[src/rtl/alu_result_stage.sv]
// Registered result-select stage between the ALU and register writeback.
// A main + skid entry pair gives full throughput with a registered in_ready.
module alu_result_stage #(
  parameter int COUNT_EN = 1
) (
  input  logic        clk,
  input  logic        resetn,
  input  logic        in_valid,
  output logic        in_ready,
  input  logic [3:0]  op_sel,
  input  logic [2:0]  br_funct3,
  input  logic [4:0]  in_rd,
  input  logic [31:0] alu_add_sub,
  input  logic [31:0] alu_shl,
  input  logic [31:0] alu_shr,
  input  logic        alu_eq,
  input  logic        alu_ltu,
  input  logic        alu_lts,
  input  logic [31:0] reg_op1,
  input  logic [31:0] reg_op2,
  output logic        out_valid,
  input  logic        out_ready,
  output logic [31:0] out_data,
  output logic [4:0]  out_rd,
  output logic        out_wen,
  output logic        out_branch_taken,
  output logic        out_illegal,
  output logic [31:0] out_count
);

  typedef struct packed {
    logic [31:0] data;
    logic [4:0]  rd;
    logic        wen;
    logic        taken;
    logic        illegal;
  } entry_t;

  entry_t nxt, main_q, skid_q;
  logic   main_v, skid_v;
  logic   accept, xfer;

  assign accept = in_valid && !skid_v;
  assign xfer   = main_v && out_ready;

  // Result is resolved at accept time so the buffer only stores finished entries.
  always_comb begin
    nxt    = '0;
    nxt.rd = in_rd;
    case (op_sel)
      4'd0: nxt.data = alu_add_sub;
      4'd1: nxt.data = alu_shl;
      4'd2: nxt.data = alu_shr;
      4'd3: nxt.data = {31'b0, alu_lts};
      4'd4: nxt.data = {31'b0, alu_ltu};
      4'd5: nxt.data = reg_op1 ^ reg_op2;
      4'd6: nxt.data = reg_op1 | reg_op2;
      4'd7: nxt.data = reg_op1 & reg_op2;
      4'd8: begin
        case (br_funct3)
          3'b000:  nxt.taken = alu_eq;
          3'b001:  nxt.taken = !alu_eq;
          3'b100:  nxt.taken = alu_lts;
          3'b101:  nxt.taken = !alu_lts;
          3'b110:  nxt.taken = alu_ltu;
          3'b111:  nxt.taken = !alu_ltu;
          default: nxt.illegal = 1'b1;
        endcase
      end
      4'd9:    nxt.data = reg_op2;
      default: nxt.illegal = 1'b1;
    endcase
    nxt.wen = (op_sel <= 4'd9) && (op_sel != 4'd8) && (in_rd != 5'd0);
  end

  always_ff @(posedge clk or negedge resetn) begin
    if (!resetn) begin
      main_v <= 1'b0;
      skid_v <= 1'b0;
      main_q <= '0;
      skid_q <= '0;
    end else if (!main_v) begin
      if (accept) begin
        main_q <= nxt;
        main_v <= 1'b1;
      end
    end else if (!skid_v) begin
      if (accept && xfer) begin
        main_q <= nxt;
      end else if (accept) begin
        skid_q <= nxt;
        skid_v <= 1'b1;
      end else if (xfer) begin
        main_v <= 1'b0;
      end
    end else if (xfer) begin
      main_q <= skid_q;
      skid_v <= 1'b0;
    end
  end

  assign in_ready         = !skid_v;
  assign out_valid        = main_v;
  assign out_data         = main_q.data;
  assign out_rd           = main_q.rd;
  assign out_wen          = main_q.wen;
  assign out_branch_taken = main_q.taken;
  assign out_illegal      = main_q.illegal;

  generate
    if (COUNT_EN != 0) begin : g_cnt
      logic [31:0] cnt_q;
      always_ff @(posedge clk or negedge resetn) begin
        if (!resetn)   cnt_q <= '0;
        else if (xfer) cnt_q <= cnt_q + 32'd1;
      end
      assign out_count = cnt_q;
    end else begin : g_nocnt
      assign out_count = '0;
    end
  endgenerate

endmodule
[config.mk]
export PLATFORM = sky130hd
export DESIGN_NAME = alu_result_stage
export DESIGN_NICKNAME = d
export VERILOG_FILES = /design/src/rtl/alu_result_stage.sv
export SDC_FILE = /design/constraint.sdc
export NUM_CORES = 1
export LEC_CHECK = 0
export ABC_AREA = 1
export CAP_MARGIN = 5
export CORE_MARGIN = 3
export CORE_UTILIZATION = 53
export DETAILED_ROUTE_END_ITERATION = 16
export GPL_TIMING_DRIVEN = 0
export PLACE_DENSITY = 0.88
export SLEW_MARGIN = 20
export SYNTH_ARGS = -nofsm -noshare
export SYNTH_HDL_FRONTEND = slang
export SYNTH_SLANG_ARGS = --single-unit
[constraint.sdc]
create_clock -name clk -period 2.9 [get_ports clk]
set_clock_uncertainty 0.05 [all_clocks]
set_input_delay 0.58 -clock clk [delete_from_list [all_inputs] [get_ports clk]]
set_output_delay 0.58 -clock clk [all_outputs]
set_load 0.01 [all_outputs]
# Word level (Yosys, flattened, before mapping)
# Cells that the tools add are included.
dict set report word_totals {
  reg_bits 114
  latchBits 0
  ram_bits 0
  rom_bits 0
  in_bits 179
  output_inout_bits 74
  word_cells 72
  n_memories 0
}
dict set report op_classes {
  addsub 1
  mul 0
  div 0
  order_cmp 1
  n_eq_ne 17
  shifts 0
  mux 18
  bitwise 5
  n_reduce_logical 17
}
# op count
set ops {}
lappend ops {{$pmux W32 S9} 1}
lappend ops {{$mux W40} 5}
lappend ops {{$add A32 B1 Y32 const B} 1}
lappend ops {{$and A32 B32 Y32} 1}
lappend ops {{$or A32 B32 Y32} 1}
lappend ops {{$xor A32 B32 Y32} 1}
lappend ops {{$eq A4 B3 Y1 const B} 4}
lappend ops {{$eq A3 B3 Y1 const B} 4}
lappend ops {{$mux W1} 10}
lappend ops {{$reduce_or A9 Y1} 1}
lappend ops {{$eq A4 B2 Y1 const B} 2}
lappend ops {{$eq A4 B4 Y1 const B} 2}
lappend ops {{$pmux W1 S6} 1}
lappend ops {{$reduce_or A6 Y1} 1}
lappend ops {{$logic_and A1 B1 Y1} 5}
lappend ops {{$reduce_bool A5 Y1} 1}
lappend ops {{$eq A4 B1 Y1 const B} 1}
lappend ops {{$le A4 B4 Y1 const B} 1}
lappend ops {{$logic_not A1 Y1} 4}
lappend ops {{$logic_not A4 Y1} 1}
lappend ops {{$ne A4 B4 Y1 const B} 1}
lappend ops {{$reduce_and A4 Y1} 1}
lappend ops {{$eq A3 B1 Y1 const B} 1}
lappend ops {{$logic_not A3 Y1} 1}
lappend ops {{6 further kinds} 7}

# Logic depth before layout (Yosys ltp)
# Gate-level depths: netlist (run 1).
dict set report logic_depth {
  word_depth 7
  depth_mapped 10
  depth_no_buf 9
}

# Worst setup path before layout (run 1)
# OpenSTA, ideal clock, no wires.
dict set report synth_path {
  path_type {input to register}
  from {input op_sel[3]}
  to {register main_q, in the netlist out_data[10]}
  setup_ps 116
  t_arrival_ps 1499
  required_ps 2734
  setup_slack_ps 1234
  path_stages 10
  path_buffers 3
  path_cell_list {buf_4 -> nor2_4 -> buf_4 -> buf_4 -> nand3_1 -> nand3_1 -> nor2_1 -> nand3_1 -> nand2_1 -> nand2_1}
}
dict set report synth_via {
  elab_chain_len 5
  word_cells_on_any_way 14
  classes_between {eq/ne: 8; mux: 5; reduce/logical: 1}
}
# element line_no
set synth_lines {}
lappend synth_lines {{from (decl)} 10} ;# input logic [3:0] op_sel,
lappend synth_lines {{$eq A4 B4 Y1, or another cell as far along} 50} ;# case (op_sel)
lappend synth_lines {{$pmux W32 S9 *} 50}
lappend synth_lines {{$mux W40} 88} ;# if (accept && xfer) begin
lappend synth_lines {{$mux W40} 87} ;# end else if (!skid_v) begin
lappend synth_lines {{$mux W40 *} 82} ;# end else if (!main_v) begin
lappend synth_lines {{to (signal assigned)} 84} ;# main_q <= nxt;
lappend synth_lines {{to (signal assigned)} 89} ;# main_q <= nxt;
lappend synth_lines {{to (signal assigned)} 97} ;# main_q <= skid_q;
lappend synth_lines {{to (decl)} 39} ;# entry_t nxt, main_q, skid_q;
# Mark *: on every way between the ends. The rest lies on a longest branch, timed or not. The select of a mux whose other input is x is not followed.
# A chain may end at the register's enable or synchronous reset.

# Worst setup path after layout (run 1)
dict set report layout_path {
  from {input op_sel[0]}
  to {register main_q, in the netlist out_data[28]}
}
# The elaborated chain is that of the path after synthesis.

==> flow_metrics.py, run 1 <==
metrics = {
    "worst_setup_path": {
        "r2r_slack_ns": 0.84,
        "critical_path_class": "input pin to flop",
        "cp_slowest_stage_delay_ns": 0.66,
        "crit_chain": "clkdlybuf4s50_1 > nor2_1 > buf_2 > nand3_1 > nand3_1 > nor2_1 > nand3_1 > nand2_1 > nand2_1",
        "critical_path.n_buffers_inverters": 2,
        "critical_path.endpoint_type": "flop",
        "critPathLaunchType": "input pin",
        "crit_path_max_fanout": 10,
        "critical_path_arrival_ns": 2.71,
        "cell_repeated_most_along_the_worst_path": "sky130_fd_sc_hd__nand3_1",
        "required_ns": 3.21,
        "critical-path-top-delay-family": "simple AND/OR/NAND/NOR gates",
        "cp_slowest_cell": "sky130_fd_sc_hd__nor2_1",
    },
    "sta": {
        "setup_viol": 0,
        "setup_repair_after_global_routing_missed_its_margin": "false",
        "max_clk_rate_mhz": 417,
        "timing.final.crit_share": 0.827,
        "timing.final.crit_period_ns": 2.40,
        "timing.max_slew.rel_slack": 0.474,
        "finalWorstSetupSlack_ns": 0.502,
        "holdWs_ns": -0.00192,
        "tightestPinTransition_ns": 0.786,
        "hold_violation_count_in_the_final_report": 3,
        "slew_violations": 0,
    },
    "logic_synthesis": {
        "synth-async-reset-ratio": 1.00,
        "synth.net_count": 1526,
        "post_synth_main_area_contributors": "sky130_fd_sc_hd__dfrtp_1, sky130_fd_sc_hd__nand3_1, sky130_fd_sc_hd__nand2_1",
        "synth.area.mux_share": 0,
        "synth_common_cells": "sky130_fd_sc_hd__nand2_1, sky130_fd_sc_hd__nand3_1, sky130_fd_sc_hd__nor2_1",
        "post_synth_inst_count": 1282,
        "edff_count_synth": 0,
        "yosysTopAreaCellShare": 0.332,
        "synth.avg_cell_area_um2": 6.70,
        "synth_seq_area_share": 0.332,
        "synth_cell_type_count": 28,
        "synth-main-ff-cell": "sky130_fd_sc_hd__dfrtp_1",
        "synth_simple_gate_area_share": 0.419,
        "post-synth-top-count-cell": "sky130_fd_sc_hd__nand2_1",
        "synth_seq_cells": 114,
        "synth_top_area_cell": "sky130_fd_sc_hd__dfrtp_1",
        "synth_fa_ha_area_frac": 0.0948,
        "synth_area_um2": 8580,
        "post_synthesis_xor_xnor_area_fraction": 0.0133,
        "synth_compound_gate_area_share": 0.0404,
        "yosys_warnings": 0,
        "dominant_combinational_cell_family_by_area_after_synthesis": "simple AND/OR/NAND/NOR gates",
    },
    "global_route": {
        "first_pass_grt_wire_length_um": 48400,
        "antenna_found_initial": 0,
        "grt_max_degree": 80,
        "track_usage": 0.340,
        "first_global_vias": 9803,
        "grt.overflow.total": 0,
    },
    "pwr": {
        "p_leak_nw": 5.87,
        "design_power_total_w": 0.00807,
        "peakVddDrop_mv": 0.459,
        "power_density_nw_per_um2": 669,
    },
    "finish": {
        "final_core_utilization": 0.775,
        "insertedDiodeCount": 0,
        "area.growth.synth_to_final_pct": 40.4,
        "layout.nets": 1797,
        "nFillCells": 1216,
        "layout-drive-gt1-share": 0.0626,
        "finish.cell_count_without_fillers": 1776,
    },
    "drt": {
        "totalWireLength_um": 30400,
        "detailedRoute.firstIterationViolations": 784,
        "antenna_left": 0,
        "detail_routed_net_length_per_standard_cell_um": 17.1,
        "detailed_router_iteration_count_before_antenna_repair": 6,
        "vias_per_cell": 5.65,
        "detailroute.via_count": 10000,
        "drt_drc_violations_left": 0,
    },
    "die": {
        "core-area_um2": 15500,
        "std_cell_rows": 45,
        "io_pins": 253,
        "die_y_um": 133,
        "floorplan.die_area_um2": 17800,
        "die_w_um": 133,
        "initial_util": 0.552,
    },
    "clock_network": {
        "cts_setup_buffers": 0,
        "clock-root-buffer": "sky130_fd_sc_hd__clkbuf_16",
        "worstSkewPairLatency_ns": 0.42,
        "cts_tree": "yes",
        "cts_buffer_depth": 2,
        "cts-hold-fix-buffers": 0,
        "cts-resized-gates": 0,
        "clock-sinks": 114,
        "cts_buffers": 17,
        "clkSlewWorstSetupHoldPaths_ns": 0.05,
        "h-tree-depth": 4,
    },
    "place": {
        "placement.io_buffers": 251,
        "numPlacedInstances": 1745,
        "globalplace.congestion": 0.901,
        "dp_hpwl_um": 22900,
        "dp_slack_ns": 0.151,
    },
    "job": {
        "maxCapViolCount": 0,
    },
    "status": {
        "outcome": "finished with violations",
        "violated_checks": "negative hold slack",
    },
    "worst_hold_path": {
        "worst_hold_path_type": "input pin to async pin",
    },
}
==> cell families (layout without fill, tap and decap cells) <==
logic type / count (synthesis) / after routing
simple gates: 829 / 829
buf+inv: 202 / 485
flops: 114 / 114
fa+ha+maj: 65 / 65
compound gates: 59 / 59
xor+xnor: 13 / 13
==> cell usage in the layout, fill, tap and decap left out <==
cell type and instances:
sky130_fd_sc_hd__clkinvlp_4 1, sky130_fd_sc_hd__nor3_1 1, sky130_fd_sc_hd__o21ai_0 13, sky130_fd_sc_hd__a21oi_1 6
sky130_fd_sc_hd__nand2_2 3, sky130_fd_sc_hd__clkbuf_8 4, sky130_fd_sc_hd__and3_1 1, sky130_fd_sc_hd__o21ai_1 2
sky130_fd_sc_hd__nor2_1 187, sky130_fd_sc_hd__buf_16 1, sky130_fd_sc_hd__nand3_1 304, sky130_fd_sc_hd__clkinv_4 1
sky130_fd_sc_hd__buf_4 14, sky130_fd_sc_hd__ha_1 65, sky130_fd_sc_hd__a31oi_1 36, sky130_fd_sc_hd__o21ai_2 1
sky130_fd_sc_hd__xnor2_1 7, sky130_fd_sc_hd__nor2_2 4, sky130_fd_sc_hd__dfrtp_1 114, sky130_fd_sc_hd__nor2_4 3
sky130_fd_sc_hd__buf_2 31, sky130_fd_sc_hd__inv_2 8, sky130_fd_sc_hd__buf_1 6, sky130_fd_sc_hd__nand4_1 5
sky130_fd_sc_hd__xor2_1 6, sky130_fd_sc_hd__nand3b_1 12, sky130_fd_sc_hd__clkbuf_1 17, sky130_fd_sc_hd__buf_6 2
sky130_fd_sc_hd__inv_1 126, sky130_fd_sc_hd__clkbuf_16 17, sky130_fd_sc_hd__nor3_2 1, sky130_fd_sc_hd__nand2_1 308
sky130_fd_sc_hd__clkinv_2 2, sky130_fd_sc_hd__clkdlybuf4s50_1 250, sky130_fd_sc_hd__o21a_1 1, sky130_fd_sc_hd__bufinv_16 5
==> report_power, final <==
| part | switching, W | total, W | leakage [nW] | internal (W) |
|---|---|---|---|---|
| clock | 0.000762 | 0.00237 | 0.322 | 0.00161 |
| combinational | 0.00177 | 0.00315 | 4.11 | 0.00138 |
| sequential | 0.000376 | 0.00255 | 1.44 | 0.00217 |
| total | 0.00291 | 0.00807 | 5.87 | 0.00516 |
==> metal layers <==
layer / share of wire / global-route usage / vias up
li1: - / - / 4696
met1: 0.37 / 0.393 / 4599
met2: 0.48 / 0.583 / 628
met3: 0.097 / 0.0887 / 109
met4: 0.046 / 0.172 / 0
met5: 0 / 0 / -
==> per-stage QoR <==
step	TNS, ns	cell area (um^2)
detailed placement	0	11400
global route	0	12000
global placement	-366.44	11400
floorplan	0	8580
CTS	0	12000
finish	0	12000
==> state kept, by name, summed over array words and instances, names as in the netlist <==
| register | cells |
|---|---|
| out_branch_taken | 1 |
| out_count | 32 |
| out_data | 32 |
| out_illegal | 1 |
| out_rd | 5 |
| out_valid | 1 |
| out_wen | 1 |
| skid_q | 40 |
| skid_v | 1 |
==> worst paths after layout <==
check / from / to / cells past startpoint
min in group clk: out_data[23] / out_data[23] / 2
min: resetn / skid_q[22] / 1
min reg2reg: out_data[23] / out_data[23] / 2
max: op_sel[0] / out_data[28] / 9
max in group asynchronous: resetn / out_data[28] / 2
max reg2reg: out_valid / out_data[27] / 7
==> final cells by class <==
class	instances	area, um^2	share of cell area
multi-input cells	966	4870	0.404
flip-flops and latches	114	2850	0.237
repair buffers	252	2540	0.211
inverters	134	503	0.0417
clock buffers	22	484	0.0402
plain buffers	68	354	0.0294
well taps	211	264	0.0219
clock inverters	9	176	0.0146
(Power assumes the default switching activity.)
==> run 2: changes to the inputs <==
--- a/config.mk
+++ b/config.mk
@@ -8,10 +8,10 @@
 export ABC_AREA = 1
 export CAP_MARGIN = 5
 export CORE_MARGIN = 3
-export CORE_UTILIZATION = 53
+export CORE_UTILIZATION = 44
 export DETAILED_ROUTE_END_ITERATION = 16
 export GPL_TIMING_DRIVEN = 0
-export PLACE_DENSITY = 0.88
+export PLACE_DENSITY = 0.78
 export SLEW_MARGIN = 20
 export SYNTH_ARGS = -nofsm -noshare
 export SYNTH_HDL_FRONTEND = slang
==> constraint.sdc (replaced) <==
create_clock -name clk -period 2.2 [get_ports clk]
set_clock_uncertainty 0.05 [all_clocks]
set_input_delay 0.44 -clock clk [delete_from_list [all_inputs] [get_ports clk]]
set_output_delay 0.44 -clock clk [all_outputs]
set_load 0.01 [all_outputs]
==> flow_metrics.py, run 2 (synthesis gave the netlist of run 1 again) <==
metrics = {
    "pwr": {
        "design_power_total_w": 0.0103,
        "p_leak_nw": 5.84,
        "peakVddDrop_mv": 0.443,
        "power_density_nw_per_um2": 852,
    },
    "sta": {
        "fin_setup_tns_ns": 0,
        "hold_violation_count_in_the_final_report": 0,
        "holdWs_ns": 0.320,
        "tightestPinTransition_ns": 0.580,
        "max_clk_rate_mhz": 477,
        "setup_viol": 0,
        "timing.final.crit_share": 0.954,
        "slew_violations": 0,
        "timing.final.crit_period_ns": 2.10,
        "timing.max_slew.rel_slack": 0.613,
        "setup_repair_after_global_routing_missed_its_margin": "false",
    },
    "worst_hold_path": {
        "hold_path_startpoint": "op_sel[3]",
        "worst_hold_path_type": "input pin to flop",
        "hold_worst_path_end": "skid_q[0]",
        "worst_hold_path.num_cells": 3,
    },
    "worst_setup_path": {
        "critical_path.reg2reg.endpoint": "out_data[31]",
        "r2r_slack_ns": 0.10,
        "cp_slowest_cell": "sky130_fd_sc_hd__clkbuf_1",
        "rr_worst_depth": 7,
        "crit_chain": "nand2_2 > inv_2 > o21ai_2 > clkbuf_1 > nor2_1 > nand2_1 > nand2_1",
        "critical_path_arrival_ns": 2.36,
        "cell_repeated_most_along_the_worst_path": "sky130_fd_sc_hd__nand2_1",
        "r2r_start": "out_valid",
        "critical_path.endpoint_type": "flop",
        "crit_path_max_fanout": 10,
        "required_ns": 2.46,
        "cp_slowest_stage_delay_ns": 0.48,
        "critical_path_class": "flop to flop",
        "critPathLaunchType": "flop",
    },
    "clock_network": {
        "clock-sinks": 114,
        "cts_tree": "yes",
        "cts_buffers": 17,
        "clkSlewWorstSetupHoldPaths_ns": 0.06,
        "h-tree-depth": 4,
        "cts_buffer_depth": 2,
        "worstSkewPairLatency_ns": 0.42,
        "clock-root-buffer": "sky130_fd_sc_hd__clkbuf_16",
    },
    "status": {
        "outcome": "completed",
    },
    "die": {
        "floorplan.die_area_um2": 21200,
        "die_y_um": 146,
        "io_pins": 253,
        "std_cell_rows": 50,
        "initial_util": 0.453,
        "core-area_um2": 19000,
        "die_w_um": 146,
    },
    "place": {
        "placement.io_buffers": 251,
        "globalplace.congestion": 0.922,
        "dp_hpwl_um": 23300,
    },
    "global_route": {
        "first_pass_grt_wire_length_um": 47800,
        "first_global_vias": 9567,
        "grt_max_degree": 59,
        "antenna_found_initial": 2,
        "grt.overflow.total": 0,
        "track_usage": 0.277,
    },
    "finish": {
        "layout.nets": 1798,
        "layout.cells.most_common_list": "sky130_fd_sc_hd__nand2_1, sky130_fd_sc_hd__nand3_1, sky130_fd_sc_hd__clkdlybuf4s50_1",
        "layout-drive-gt1-share": 0.0657,
        "number_of_flip_flops_under_the_largest_register_name": 40,
        "largest-register": "skid_q",
        "most_common_cell_after_layout_fill_and_taps_aside": "sky130_fd_sc_hd__nand2_1",
        "area.growth.synth_to_final_pct": 40.6,
    },
    "drt": {
        "totalWireLength_um": 29800,
        "drt_drc_violations_left": 0,
        "vias_per_cell": 5.30,
        "detailroute.via_count": 9688,
        "detailed_router_iteration_count_before_antenna_repair": 6,
        "detailedRoute.firstIterationViolations": 565,
        "detail_routed_net_length_per_standard_cell_um": 16.3,
        "antenna_left": 0,
    },
    "job": {
        "maxCapViolCount": 0,
    },
}
run 2: changes by cell type in the layout (fill, tap and decap cells not counted), sizes merged:
cell         before  now
inv             134  141
clkbuf           38   33
bufinv            5    2
diode             0    2
clkinv            3    4
clkinvlp          1    2
dlygate4sd3       0    1
run 2: repair_timing:
action | in CTS | in global routing
hold buffers | 1 | 0
resized for setup | 0 | 5
setup buffers | 0 | 0
setup endpoints to repair | 0 | 56
hold endpoints to repair | 56 | 0
run 2: metrics by stage:
step / util / area, um^2 / cells / setup slack, ns
floorplan: - / 8580 / 1282 / 0.632
detailed placement: 0.604 / 11400 / 1794 / -0.412
finish: 0.637 / 12100 / 1829 / 0.101
CTS: 0.636 / 12100 / 1827 / 0.0187
global route: 0.637 / 12100 / 1829 / 0.0169
global placement: 0.603 / 11400 / 1793 / -3.95
run 2: final cells by class:
| type | count | area, um^2 |
|---|---|---|
| multi-input combinational | 966 | 4880 |
| sequential | 114 | 2850 |
| fill | 1709 | 6890 |
| timing repair buffer | 253 | 2550 |
| tap | 260 | 325 |
| clock inverter | 15 | 174 |
| antenna | 2 | 5.00 |
| clock buffer | 17 | 425 |
| inverter | 134 | 503 |
| buffer | 68 | 357 |
run 2: worst max-delay path, delay by kind of cell, from the launching register on:
| family | cells | cell delay (ns) |
|---|---|---|
| flip-flops | 1 | 0.43 |
| AND/OR/NAND/NOR | 4 | 0.51 |
| buffers and inverters | 2 | 0.64 |
| AO/OA/AOI/OAI | 1 | 0.34 |
run 2: layer usage:
| metal | up-vias | global-route usage | share of wire |
|---|---|---|---|
| li1 | 4698 | - | - |
| met1 | 4493 | 0.329 | 0.39 |
| met2 | 419 | 0.482 | 0.49 |
| met3 | 78 | 0.0651 | 0.081 |
| met4 | 0 | 0.113 | 0.038 |
| met5 | - | 0 | 0 |
run 2: worst max-delay path by stage:
stage	from	endpoint	slack, ns	depth (start not counted)
3_3_place_gp	resetn	out_data[28]	-3.95	1
4_1_cts	op_sel[0]	out_data[3]	0.02	9
5_1_grt	op_sel[0]	out_data[2]	0.02	10
3_5_place_dp	op_sel[0]	out_data[3]	-0.41	9
2_1_floorplan	out_count[1]	out_count[16]	0.63	8
6_report	out_valid	out_data[31]	0.10	7
run 2: report_power, final:
group	total, W	internal (W)	leakage, nW	switching (W)
registers	0.00336	0.00286	1.44	0.000503
clock network	0.00285	0.00170	0.288	0.00115
logic	0.00407	0.00182	4.12	0.00226
total	0.0103	0.00638	5.84	0.00391
